## src/rtl/ps2_code_if.sv

```systemverilog
// ps2_code_if: scan-code stream from the PS/2 receiver FIFO to its consumer.
//   code_data  [9:0] FIFO head {ext, brk, scan[7:0]}, 0 when empty
//   code_valid       FIFO non-empty
//   code_ready       consumer accepts the head this cycle
//   master = receiver side, slave = consumer side
interface ps2_code_if;
    logic [9:0] code_data;
    logic       code_valid;
    logic       code_ready;

    modport master (output code_data, output code_valid, input code_ready);
    modport slave  (input code_data, input code_valid, output code_ready);
endinterface

```

## src/rtl/ps2_receiver.sv

```systemverilog
// ps2_receiver: PS/2 keyboard frame receiver with prefix decode and a scan-code FIFO.
//   clk, rst          system clock, asynchronous active-high reset
//   SCL, SDA          PS/2 clock and data lines, asynchronous to clk
//   code (master)     code_data/code_valid/code_ready FIFO head stream
//   fifo_count        occupied FIFO entries
//   frame_err         one-cycle pulse on a rejected or timed-out frame
//   overflow          sticky, set when an entry is dropped on a full FIFO
//   direction         one-hot movement code, 5'b00001 when idle
//   rst_game          one-cycle pulse on ESC make
// Define PS2_DIR_DECODE_EN to build the direction / rst_game decoder;
// without it direction stays 5'b00001 and rst_game stays 0.
module ps2_receiver #(
    parameter int DEPTH          = 8,
    parameter int FILT_LEN       = 4,
    parameter int TIMEOUT_CYCLES = 50000
) (
    input  logic                    clk,
    input  logic                    rst,
    input  logic                    SCL,
    input  logic                    SDA,
    ps2_code_if.master              code,
    output logic [$clog2(DEPTH):0]  fifo_count,
    output logic                    frame_err,
    output logic                    overflow,
    output logic [4:0]              direction,
    output logic                    rst_game
);
    localparam int AW = $clog2(DEPTH);
    localparam int CW = AW + 1;
    localparam int TW = $clog2(TIMEOUT_CYCLES + 1);
    localparam logic [4:0]    FILT_MAX = 5'(FILT_LEN - 1);
    localparam logic [TW-1:0] TO_MAX   = TW'(TIMEOUT_CYCLES - 1);

    typedef enum logic [1:0] {S_IDLE, S_RECV, S_CHECK} rx_state_t;

    logic scl_m, scl_s, sda_m, sda_s;
    logic scl_f;
    logic [4:0] filt_cnt;
    logic fall;

    // Synchronisers idle high so reset never looks like a falling edge.
    always_ff @(posedge clk or posedge rst) begin
        if (rst) begin
            {scl_m, scl_s, sda_m, sda_s} <= 4'b1111;
        end else begin
            scl_m <= SCL;
            scl_s <= scl_m;
            sda_m <= SDA;
            sda_s <= sda_m;
        end
    end

    // Filtered SCL only changes after FILT_LEN consecutive differing samples.
    always_ff @(posedge clk or posedge rst) begin
        if (rst) begin
            scl_f    <= 1'b1;
            filt_cnt <= '0;
        end else if (scl_s == scl_f) begin
            filt_cnt <= '0;
        end else if (filt_cnt == FILT_MAX) begin
            scl_f    <= scl_s;
            filt_cnt <= '0;
        end else begin
            filt_cnt <= filt_cnt + 5'd1;
        end
    end

    assign fall = scl_f && scl_s != scl_f && filt_cnt == FILT_MAX;

    rx_state_t state, state_nxt;
    logic [3:0]    bit_cnt, bit_cnt_nxt;
    logic [10:0]   shreg, shreg_nxt;
    logic [TW-1:0] to_cnt, to_cnt_nxt;
    logic          timeout, check_en;

    always_ff @(posedge clk or posedge rst) begin
        if (rst) begin
            state   <= S_IDLE;
            bit_cnt <= '0;
            shreg   <= '0;
            to_cnt  <= '0;
        end else begin
            state   <= state_nxt;
            bit_cnt <= bit_cnt_nxt;
            shreg   <= shreg_nxt;
            to_cnt  <= to_cnt_nxt;
        end
    end

    // S_CHECK lasts one cycle: the frame is judged there, so a push lands
    // two edges after the edge that shifted in the stop bit.
    always_comb begin
        state_nxt   = state;
        bit_cnt_nxt = bit_cnt;
        shreg_nxt   = shreg;
        to_cnt_nxt  = '0;
        timeout     = 1'b0;
        check_en    = 1'b0;
        if (fall && state != S_CHECK)
            shreg_nxt = {sda_s, shreg[10:1]};
        case (state)
            S_IDLE: begin
                if (fall) begin
                    bit_cnt_nxt = 4'd1;
                    state_nxt   = S_RECV;
                end
            end
            S_RECV: begin
                if (fall) begin
                    bit_cnt_nxt = bit_cnt == 4'd10 ? 4'd0 : bit_cnt + 4'd1;
                    state_nxt   = bit_cnt == 4'd10 ? S_CHECK : S_RECV;
                end else if (to_cnt == TO_MAX) begin
                    bit_cnt_nxt = 4'd0;
                    state_nxt   = S_IDLE;
                    timeout     = 1'b1;
                end else begin
                    to_cnt_nxt = to_cnt + TW'(1);
                end
            end
            S_CHECK: begin
                check_en  = 1'b1;
                state_nxt = S_IDLE;
            end
            default: state_nxt = S_IDLE;
        endcase
    end

    logic [7:0] scan;
    logic       frame_ok, is_e0, is_f0;
    logic       pend_ext, pend_brk;
    logic       push_q;
    logic [9:0] push_data;

    assign scan     = shreg[8:1];
    assign frame_ok = !shreg[0] && shreg[10] && ^shreg[9:1];
    assign is_e0    = scan == 8'hE0;
    assign is_f0    = scan == 8'hF0;

    always_ff @(posedge clk or posedge rst) begin
        if (rst) begin
            pend_ext  <= 1'b0;
            pend_brk  <= 1'b0;
            push_q    <= 1'b0;
            push_data <= '0;
            frame_err <= 1'b0;
        end else begin
            frame_err <= timeout || (check_en && !frame_ok);
            push_q    <= check_en && frame_ok && !is_e0 && !is_f0;
            if (check_en && frame_ok) begin
                if (is_e0) begin
                    pend_ext <= 1'b1;
                end else if (is_f0) begin
                    pend_brk <= 1'b1;
                end else begin
                    push_data <= {pend_ext, pend_brk, scan};
                    pend_ext  <= 1'b0;
                    pend_brk  <= 1'b0;
                end
            end
        end
    end

    logic [9:0]    mem [DEPTH];
    logic [AW-1:0] wr_ptr, rd_ptr;
    logic          full, empty, pop, wr_en;

    assign full  = fifo_count == CW'(DEPTH);
    assign empty = fifo_count == '0;
    assign pop   = code.code_valid && code.code_ready;
    // A full FIFO still accepts a push when the head leaves in the same cycle.
    assign wr_en = push_q && (!full || pop);

    assign code.code_valid = !empty;
    assign code.code_data  = empty ? '0 : mem[rd_ptr];

    // Storage is unreset: entries are never visible while fifo_count is 0.
    always_ff @(posedge clk) begin
        if (wr_en)
            mem[wr_ptr] <= push_data;
    end

    always_ff @(posedge clk or posedge rst) begin
        if (rst) begin
            wr_ptr     <= '0;
            rd_ptr     <= '0;
            fifo_count <= '0;
            overflow   <= 1'b0;
        end else begin
            if (wr_en)
                wr_ptr <= wr_ptr + AW'(1);
            if (pop)
                rd_ptr <= rd_ptr + AW'(1);
            fifo_count <= fifo_count + CW'(wr_en) - CW'(pop);
            if (push_q && full && !pop)
                overflow <= 1'b1;
        end
    end

`ifdef PS2_DIR_DECODE_EN
    logic plain;
    assign plain = push_q && !push_data[9] && !push_data[8];

    // Decoded on every push, including ones dropped by overflow.
    always_ff @(posedge clk or posedge rst) begin
        if (rst) begin
            direction <= 5'b00001;
            rst_game  <= 1'b0;
        end else begin
            rst_game <= push_q && !push_data[8] && push_data[7:0] == 8'h76;
            if (plain)
                direction <= push_data[7:0] == 8'h1D ? 5'b00010 :
                             push_data[7:0] == 8'h1C ? 5'b00100 :
                             push_data[7:0] == 8'h1B ? 5'b01000 :
                             push_data[7:0] == 8'h23 ? 5'b10000 : direction;
        end
    end
`else
    assign direction = 5'b00001;
    assign rst_game  = 1'b0;
`endif
endmodule

```

## src/flat_wrapper.sv

```systemverilog
// flat-port wrapper written by rule: the top's interface ports become plain ports
module ps2_receiver_flat 
#(
    parameter int DEPTH          = 8,
    parameter int FILT_LEN       = 4,
    parameter int TIMEOUT_CYCLES = 50000
)
  (clk, rst, SCL, SDA, fifo_count, frame_err, overflow, direction, rst_game, code_code_data, code_code_valid, code_code_ready);
  ps2_code_if code_i ();
  input  logic clk;
  input  logic rst;
  input  logic SCL;
  input  logic SDA;
  output logic [$clog2(DEPTH):0] fifo_count;
  output logic frame_err;
  output logic overflow;
  output logic [4:0] direction;
  output logic rst_game;
  output wire logic [$bits(code_i.code_data)-1:0] code_code_data;
  output wire logic [$bits(code_i.code_valid)-1:0] code_code_valid;
  input wire logic [$bits(code_i.code_ready)-1:0] code_code_ready;
  assign code_code_data = code_i.code_data;
  assign code_code_valid = code_i.code_valid;
  assign code_i.code_ready = code_code_ready;
  ps2_receiver #(.DEPTH(DEPTH), .FILT_LEN(FILT_LEN), .TIMEOUT_CYCLES(TIMEOUT_CYCLES)) u_core (.clk(clk), .rst(rst), .SCL(SCL), .SDA(SDA), .code(code_i), .fifo_count(fifo_count), .frame_err(frame_err), .overflow(overflow), .direction(direction), .rst_game(rst_game));
endmodule
```

## config.mk

```make
export PLATFORM = sky130hd
export DESIGN_NAME = ps2_receiver_flat
export DESIGN_NICKNAME = d
export VERILOG_FILES = /design/src/rtl/ps2_code_if.sv /design/src/rtl/ps2_receiver.sv /design/src/flat_wrapper.sv
export SDC_FILE = /design/constraint.sdc
export NUM_CORES = 1
export LEC_CHECK = 0
export ABC_CLOCK_PERIOD_IN_PS = 2950
export CAP_MARGIN = 10
export CORE_AREA = 2 2 122 124
export DETAILED_ROUTE_END_ITERATION = 8
export DIE_AREA = 0 0 124 126
export SYNTH_ARGS = -nofsm -noshare
export SYNTH_HDL_FRONTEND = slang
export SYNTH_SLANG_ARGS = --single-unit
```

## constraint.sdc

```tcl
create_clock -name clk -period 2.95 [get_ports clk]
set_clock_uncertainty 0.2 [all_clocks]
set_input_delay 0.295 -clock clk [delete_from_list [all_inputs] [get_ports clk]]
set_output_delay 0.295 -clock clk [all_outputs]
set_load 0.05 [all_outputs]
```

==> run summary, run 1 <==
Summing all multi-input logic gate instances after layout gives between 2000 and 2500 um^2. The count of vias placed by the detailed router came out at between 3,000 and 4,000. The wire length of the first global-routing pass came out at 17.93 mm. Across the whole layout, storage elements account for a little over 4000 um^2. The number of primary I/O pins is 28.

The worst slack after detailed placement is around 0.42 ns. The number of detailed-route iterations in the first pass came out at 4. The count of fill cells added during filler insertion came out at approximately 1,200. Summed over all nets, the half-perimeter wirelength after detailed placement is 6.793 mm. On the final layout, the worst hold slack is between 0.07 and 0.08 ns. In this run the clock root is driven by a clkbuf_16. The sum of routed wire length over all layers is roughly 11 mm. The die covers roughly 16,000 um^2. The most critical setup path has its endpoint at code_code_data[1]. The power per cell area came out at ~910 nW/um^2. The delay of the slowest critical-path stage is between 0.5 and 0.6 ns.

The cell area after layout is 7385 um^2. Tracing the worst setup path back leads to its startpoint at u_core.rd_ptr[0]$_DFFE_PP0P_. The number of setup buffers added after CTS is 0. TritonCTS built the clock tree. The worst setup path is launched from a flip-flop. Static timing analysis puts the maximum clock frequency at between 300 and 400 MHz.

The die width came out at 124 um. The count of routing violations after the opening detailed-route iteration is 157. The number of instances in the synthesized netlist came out at about 420. The kind of end point of the critical path is an output port. The post-layout minimum cycle time came out at 2.632 ns. The average cell area after synthesis is 15.01 um^2. The number of max-cap violations is 0. The height of the die came out at 126 um. The final estimated routing congestion in global placement came out at 0.7320. Counting flops with a built-in enable in the synthesized netlist gives 80.

The number of failing hold endpoints at the final stage is 0. During synthesis, Yosys emitted a total of 0 warnings. The total track usage came out at about 15%. For flop-to-flop paths, the worst setup slack is approximately 0.43 ns.

The placeable core region came out at 14,310 um^2. The number of antenna violations at the first check in global routing is 0. The clock latency reported for the late side of the worst-skew pair is approximately 0.42 ns. The worst max-slew margin expressed relative to the limit is ~52%. The run finished with clean final reports. Counting stages on the worst path, the most repeated cell is buf_4. The post-route fraction of the period consumed by the critical path is about nine tenths. The path depth of the worst reg2reg path came out at 11. Leaving out fill and tap cells, the most frequent cells in the layout are edfxtp_1, dfrtp_1, nor2_1.

The count of unresolved DRC violations after routing is 0. The depth of the CTS H-tree came out at 4. The largest net degree at the start of global routing is 41. The fraction of registers with async set/reset came out at a little under half. The data arrival at the endpoint of the critical path is about 2.1 ns.

The library cell used most frequently in the layout, excluding fill and tap cells, is edfxtp_1. The beginning of the worst register-to-register path is u_core.fifo_count[1]$_DFF_PP0_. The total clock sinks came out at 148. The count of cells resized by post-cts repair is 0. The clock transition at the register clock pins on the worst setup and hold paths after CTS came out at 0.06 ns. The via count of the first global-routing pass is about 3,500.

The number of nets in the final layout came out at 484. The critical path in this run is classified as flip-flop to output port. The leakage power is roughly 2.9 nW. On the critical path, the stage with the largest delay is an instance of mux4_2.

The critical path data required time came out at about 2.5 ns. The CTS buffer count is 17. The number of hold buffers added after CTS was 0. The worst hold path belongs to the class primary input to async pin. The floorplan has 44 rows. The placement-stage cell area came out at approximately 6700 um^2. The transition time of the tightest slew-check pin is about 0.72 ns. The share of the Yosys chip area taken by registers is roughly two thirds. The synthesis-to-finish area growth came out at 17.69%. The accumulated negative setup slack is 0 ns. Setup repair after global routing left no endpoint under its margin. The number of endpoints failing setup at the final stage came out at 0. Across all setup checks in the final design, the least slack found is approximately 0.32 ns. In this run the tool buffered the top-level ports with 21 buffer cells. Once detail routing completed, the nets flagged for antenna violations numbered 0. The global route total overflow came out at 0. The final max-slew violation count is 0. The most used flip-flop cell after synthesis is edfxtp_1. The number of unique standard cell types used by synthesis is ~50. The ratio of cells with drive above 1 in the final layout came out at 21.56%. The total power came out at 6.716 mW. The critical-path maximum fanout came out at 22. The register bit total from synthesis is 148. Walking the worst path, the cells encountered are buf_4, mux4_2, mux2i_1, nor2_1, buf_4.

0 antenna diodes ended up in the layout. The average vias per placed instance came out at a little over 5. Across the VDD grid, the largest voltage drop is roughly 0.00043 V. For this configuration, the core starts out at a cell density of between 40 and 50%. Counting along the longest clock path gives a buffer depth of 2.

Summing every instance area after synthesis gives ~6300 um^2. The routed length per instance came out at approximately 16 um. The worst register-to-register path ends at u_core.fifo_count[1]$_DFF_PP0_.
## per-stage QoR
step                      std cells  util (%)
after global routing            657     51.59
after CTS                       657     51.59
after global placement          625     47.12
after detailed placement        625     47.12
final                           657     51.59
after floorplan                 422         -
## kinds of logic after synthesis
kind of cell | after synthesis | synth area share [%]
multiplexers | 48 | 12.00
AO/OA/AOI/OAI | 26 | 2.692
adder cells (fa/ha/maj) | 19 | 3.908
flip-flops | 148 | 65.50
other | 2 | 0.1197
XOR/XNOR | 25 | 3.829
AND/OR/NAND/NOR | 111 | 9.153
buffers and inverters | 39 | 2.791
## per-layer routing
layer | up-vias | wire length [um] | global-route usage [%]
met2 | 43 | 5209 | 24.24
met3 | 16 | 338 | 4.212
met4 | 0 | 192 | 6.147
met1 | 1686 | 4828 | 20.22
met5 | - | 0 | 0
li1 | 1594 | - | -
## final cells by class
class,count,share of cell area [%]
clock buffer,20,5.913
clock inverter,12,2.762
inverter,24,1.271
multi-input combinational,235,27.28
sequential,148,55.66
tap,184,3.118
timing repair buffer,34,3.999
## critical path, delay by kind of cell (launching register included)
kind / cells / cell delay (ns)
buffers and inverters: 2 / 0.58
multiplexers: 2 / 0.74
AND/OR/NAND/NOR: 1 / 0.08
flip-flops: 1 / 0.32
## flip-flops by register name, indices dropped and copies added (netlist names), 2 cells and up
| register | count |
|---|---|
| u_core.mem | 80 |
| u_core.to_cnt | 16 |
| u_core.shreg | 11 |
| u_core.push_data | 10 |
| u_core.filt_cnt | 5 |
| u_core.bit_cnt | 4 |
| u_core.fifo_count | 4 |
| u_core.rd_ptr | 3 |
| u_core.wr_ptr | 3 |
| u_core.state | 2 |
## worst min path at each step
stage	from	end	slack [ns]	depth (start not counted)
after floorplan	SCL	u_core.scl_m$_DFF_PP1_	0.1	0
after global placement	u_core.sda_m$_DFF_PP1_	u_core.sda_s$_DFF_PP1_	0.15	0
after detailed placement	u_core.sda_m$_DFF_PP1_	u_core.sda_s$_DFF_PP1_	0.15	0
after CTS	SDA	u_core.sda_m$_DFF_PP1_	0.07	1
after global routing	SDA	u_core.sda_m$_DFF_PP1_	0.07	1
final	rst	u_core.to_cnt[10]$_DFF_PP0_	0.08	2
## cell usage after synthesis, drive strengths merged, types with 7 or more instances
| cell | instances | area (um^2) |
|---|---|---|
| edfxtp | 80 | 2402 |
| xor2 | 14 | 122.6 |
| ha | 18 | 225.2 |
| nand2 | 19 | 71.32 |
| buf | 10 | 66.31 |
| mux2i | 10 | 100.1 |
| dfrtp | 63 | 1577 |
| nor2 | 38 | 142.6 |
| xnor2 | 10 | 95.10 |
| nand2b | 7 | 43.79 |
| nand3 | 15 | 80.08 |
| inv | 24 | 90.08 |
| nand4 | 7 | 43.79 |
| o21ai | 10 | 50.05 |
| mux4 | 20 | 450.4 |
| mux2 | 18 | 202.7 |
## where the power goes
group	switching [mW]	internal, mW	leakage (nW)
sequential	0.153	2.30	1.59
combinational	1.16	0.778	1.00
clock	0.816	1.50	0.302
total	2.13	4.59	2.89
Note: power is estimated with default switching activity, not from simulation.
==> run 2, diff against run 1 <==
--- a/config.mk
+++ b/config.mk
@@ -10,6 +10,7 @@
 export CORE_AREA = 2 2 122 124
 export DETAILED_ROUTE_END_ITERATION = 8
 export DIE_AREA = 0 0 124 126
+export RECOVER_POWER = 100
 export SYNTH_ARGS = -nofsm -noshare
 export SYNTH_HDL_FRONTEND = slang
 export SYNTH_SLANG_ARGS = --single-unit
==> run 2 against run 1 <==
Net effect:
- critical path depth did not move
- critical path type unchanged
- combinational power decreased by 5%
- flip-flop and latch count unchanged
- highest routed layer unchanged
- largest cell class unchanged
- critical endpoint unchanged
- clock-buffer cell count did not move
- final area decreased by 1.1%
==> run summary, run 2 (synthesis results as in run 1) <==
Result of the run: completed (unchanged). The number of primary I/O pins came out at 28 (unchanged). The TritonCTS clock tree is yes (unchanged). The clock latency reported for the late side of the worst-skew pair is 0.42 ns (about the same). The number of antenna violations at the first check in global routing came out at 0 (unchanged). The critical path capture point is code_code_data[1] (unchanged). The data arrival at the endpoint of the critical path came to 2.19 ns (was 2.14 ns). The count of routing violations after the opening detailed-route iteration is 134 (was 157).

The kind of cell adding the most delay to the critical path is multiplexers (unchanged). The count of vias placed by the detailed router is 3,375 (was 3,339). The met2 routed wirelength is 5.180 mm (was 5.209 mm). The via count of the first global-routing pass is 3,516 (unchanged). The height of the die came out at 126 um (unchanged).

The number of nets in the final layout is 484 (unchanged). The CTS buffer count was 17 (unchanged). The sum of routed wire length over all layers is 10.55 mm (was 10.57 mm). The kind of end point of the critical path is an output port (unchanged). The synthesis-to-finish area growth was 16.35% (was 17.69%). The beginning of the worst register-to-register path was u_core.shreg[7]$_DFFE_PP0P_ (was u_core.fifo_count[1]$_DFF_PP0_). The post-route fraction of the period consumed by the critical path came out at 90.87% (was 89.21%). The count of buffer and inverter cells on the critical path is 2 (unchanged).

The global route total overflow is 0 (unchanged). The routed length on met3 is 332 um (was 338 um). The classification of the worst-slack hold path is flip-flop to flip-flop (was primary input to async pin). The post-cts hold buffer count came to 0 (unchanged). The clock transition at the register clock pins on the worst setup and hold paths after CTS is 0.06 ns (about the same). List of cells traversed by the critical path: buf_4, mux4_2, mux2i_1, nor2_1, clkbuf_2 (was buf_4, mux4_2, mux2i_1, nor2_1, buf_4).

The count of unresolved DRC violations after routing came out at 0 (unchanged). The peak supply drop was 0.0004254 V (was 0.0004251 V). The placeable core region is 14,310 um^2 (unchanged).

The delay of the slowest critical-path stage came to 0.56 ns (about the same). The post-route antenna net violation count came to 0 (unchanged). The number of buffers between clock root and the deepest sink is 2 (unchanged). The slowest cell on the critical path is mux4_2 (unchanged). The setup slack on the worst flop-to-flop path is 0.29 ns (was 0.43 ns). The number of failing hold endpoints at the final stage is 0 (unchanged).

The average vias per placed instance is 5.137 (was 5.082). The routed length per instance came out at 16.06 um (was 16.09 um). The final hold slack came out at 0.1562 ns (was 0.07962 ns). The number of detailed-route iterations in the first pass came out at 4 (unchanged). The path type of the worst setup path is flip-flop to output port (unchanged).

The leakage power was 2.858 nW (was 2.892 nW). The post-layout minimum cycle time is 2.681 ns (was 2.632 ns). The highest routed metal layer is met4 (unchanged). The wire length the detailed router placed on met1 came out at 4.840 mm (was 4.828 mm). The commonest non-fill, non-tap cell in the layout was edfxtp_1 (unchanged). The number of max-cap violations is 0 (unchanged).

Leading cell types in the layout, fill and taps excluded: edfxtp_1, dfrtp_1, nor2_1 (unchanged). The half-perimeter wire length after placement was 6.793 mm (unchanged). The die width came out at 124 um (unchanged). The final max-slew violation count came out at 0 (unchanged).

The row count is 44 (unchanged). The critical-path maximum fanout is 22 (unchanged). Top flop regs: u_core.mem x80, u_core.to_cnt x16, u_core.shreg x11 (unchanged). The worst max-slew margin expressed relative to the limit came out at 29.68% (was 52.00%). The worst hold path passes through 0 cells. The total clock sinks came out at 148 (unchanged). The footprint of the multi-input gates is 1997 um^2 (was 2014 um^2). The critical path data required time is 2.46 ns (about the same).

The clock root buffer master is clkbuf_16 (unchanged). The initial core utilization is 43.84% (unchanged). The ratio of cells with drive above 1 in the final layout is 19.87% (was 21.56%). The die footprint came out at 15,620 um^2 (unchanged). The post-CTS repair timing setup buffer count is 0 (unchanged). The total power was 6.621 mW (was 6.716 mW). The path depth of the worst reg2reg path came out at 6 (was 11). The wire length of the first global-routing pass came to 17.93 mm (unchanged). The final estimated routing congestion in global placement is 0.7320 (unchanged). The transition time of the tightest slew-check pin was 1.054 ns (was 0.7199 ns). The number of endpoints failing setup at the final stage came out at 0 (unchanged). The path length in cells of the critical path came out at 5 (unchanged). The worst hold path startpoint is u_core.sda_m$_DFF_PP1_.

The total inserted antenna cells came to 0 (unchanged). The count of cells resized by post-cts repair is 0 (unchanged). The endpoint of the most critical register-to-register path is u_core.push_data[6]$_DFFE_PP0P_ (was u_core.fifo_count[1]$_DFF_PP0_). The power per cell area came out at 906.9 nW/um^2 (was 909.5 nW/um^2).

RSZ-0062 raised after global routing: false (unchanged). The most flop-heavy register was u_core.mem (unchanged). The flip-flop count of the largest register, all copies and words added is 80 (unchanged).

The largest net degree at the start of global routing is 41 (unchanged). The total track usage was 15.38% (unchanged). The count of fill cells added during filler insertion is 1,258 (was 1,242). The highest achievable clock rate came to 373.0 MHz (was 380.0 MHz). The sequential cell area in the final layout is 4110 um^2 (unchanged). The depth of the CTS H-tree came out at 4 (unchanged). The number of I/O port buffers is 21 (unchanged). The beginning of the critical path is u_core.rd_ptr[0]$_DFFE_PP0P_ (unchanged). The sort of element at the start of the critical path is a flip-flop (unchanged). The accumulated negative setup slack is 0 ns (unchanged).
==> run 2: through the flow <==
step	util, %	setup WS, ns	cells	area (um^2)
finish	51.01	0.2693	657	7301
global route	51.01	0.09400	657	7301
CTS	51.59	0.2631	657	7385
detailed placement	47.12	0.4249	625	6744
global placement	47.12	0.4888	625	6744
floorplan	-	0.05562	422	6304
==> run 2: where the power goes <==
| part | leakage (nW) | total [mW] | internal [mW] | switching [mW] |
|---|---|---|---|---|
| sequential | 1.59 | 2.46 | 2.30 | 0.153 |
| combinational | 0.967 | 1.85 | 0.686 | 1.16 |
| clock | 0.302 | 2.32 | 1.50 | 0.815 |
| total | 2.86 | 6.62 | 4.49 | 2.13 |
==> run 2: worst min-delay path by stage <==
stage | end
finish | u_core.sda_s$_DFF_PP1_
global route | u_core.sda_s$_DFF_PP1_
CTS | u_core.sda_m$_DFF_PP1_
detailed placement | u_core.sda_s$_DFF_PP1_
global placement | u_core.sda_s$_DFF_PP1_
floorplan | u_core.scl_m$_DFF_PP1_
==> run 2: metal layers <==
metal | up-vias | track usage [%]
met3 | 18 | 4.212
met5 | - | 0
met1 | 1718 | 20.22
li1 | 1596 | -
met4 | 0 | 6.147
met2 | 43 | 24.24
==> run 2: cell type report <==
cell class | instances | area share, %
Sequential cell | 148 | 56.30
Multi-Input combinational cell | 235 | 27.35
Clock buffer | 20 | 5.981
Tap cell | 184 | 3.153
Timing Repair Buffer | 34 | 3.136
Clock inverter | 12 | 2.793
Inverter | 24 | 1.285
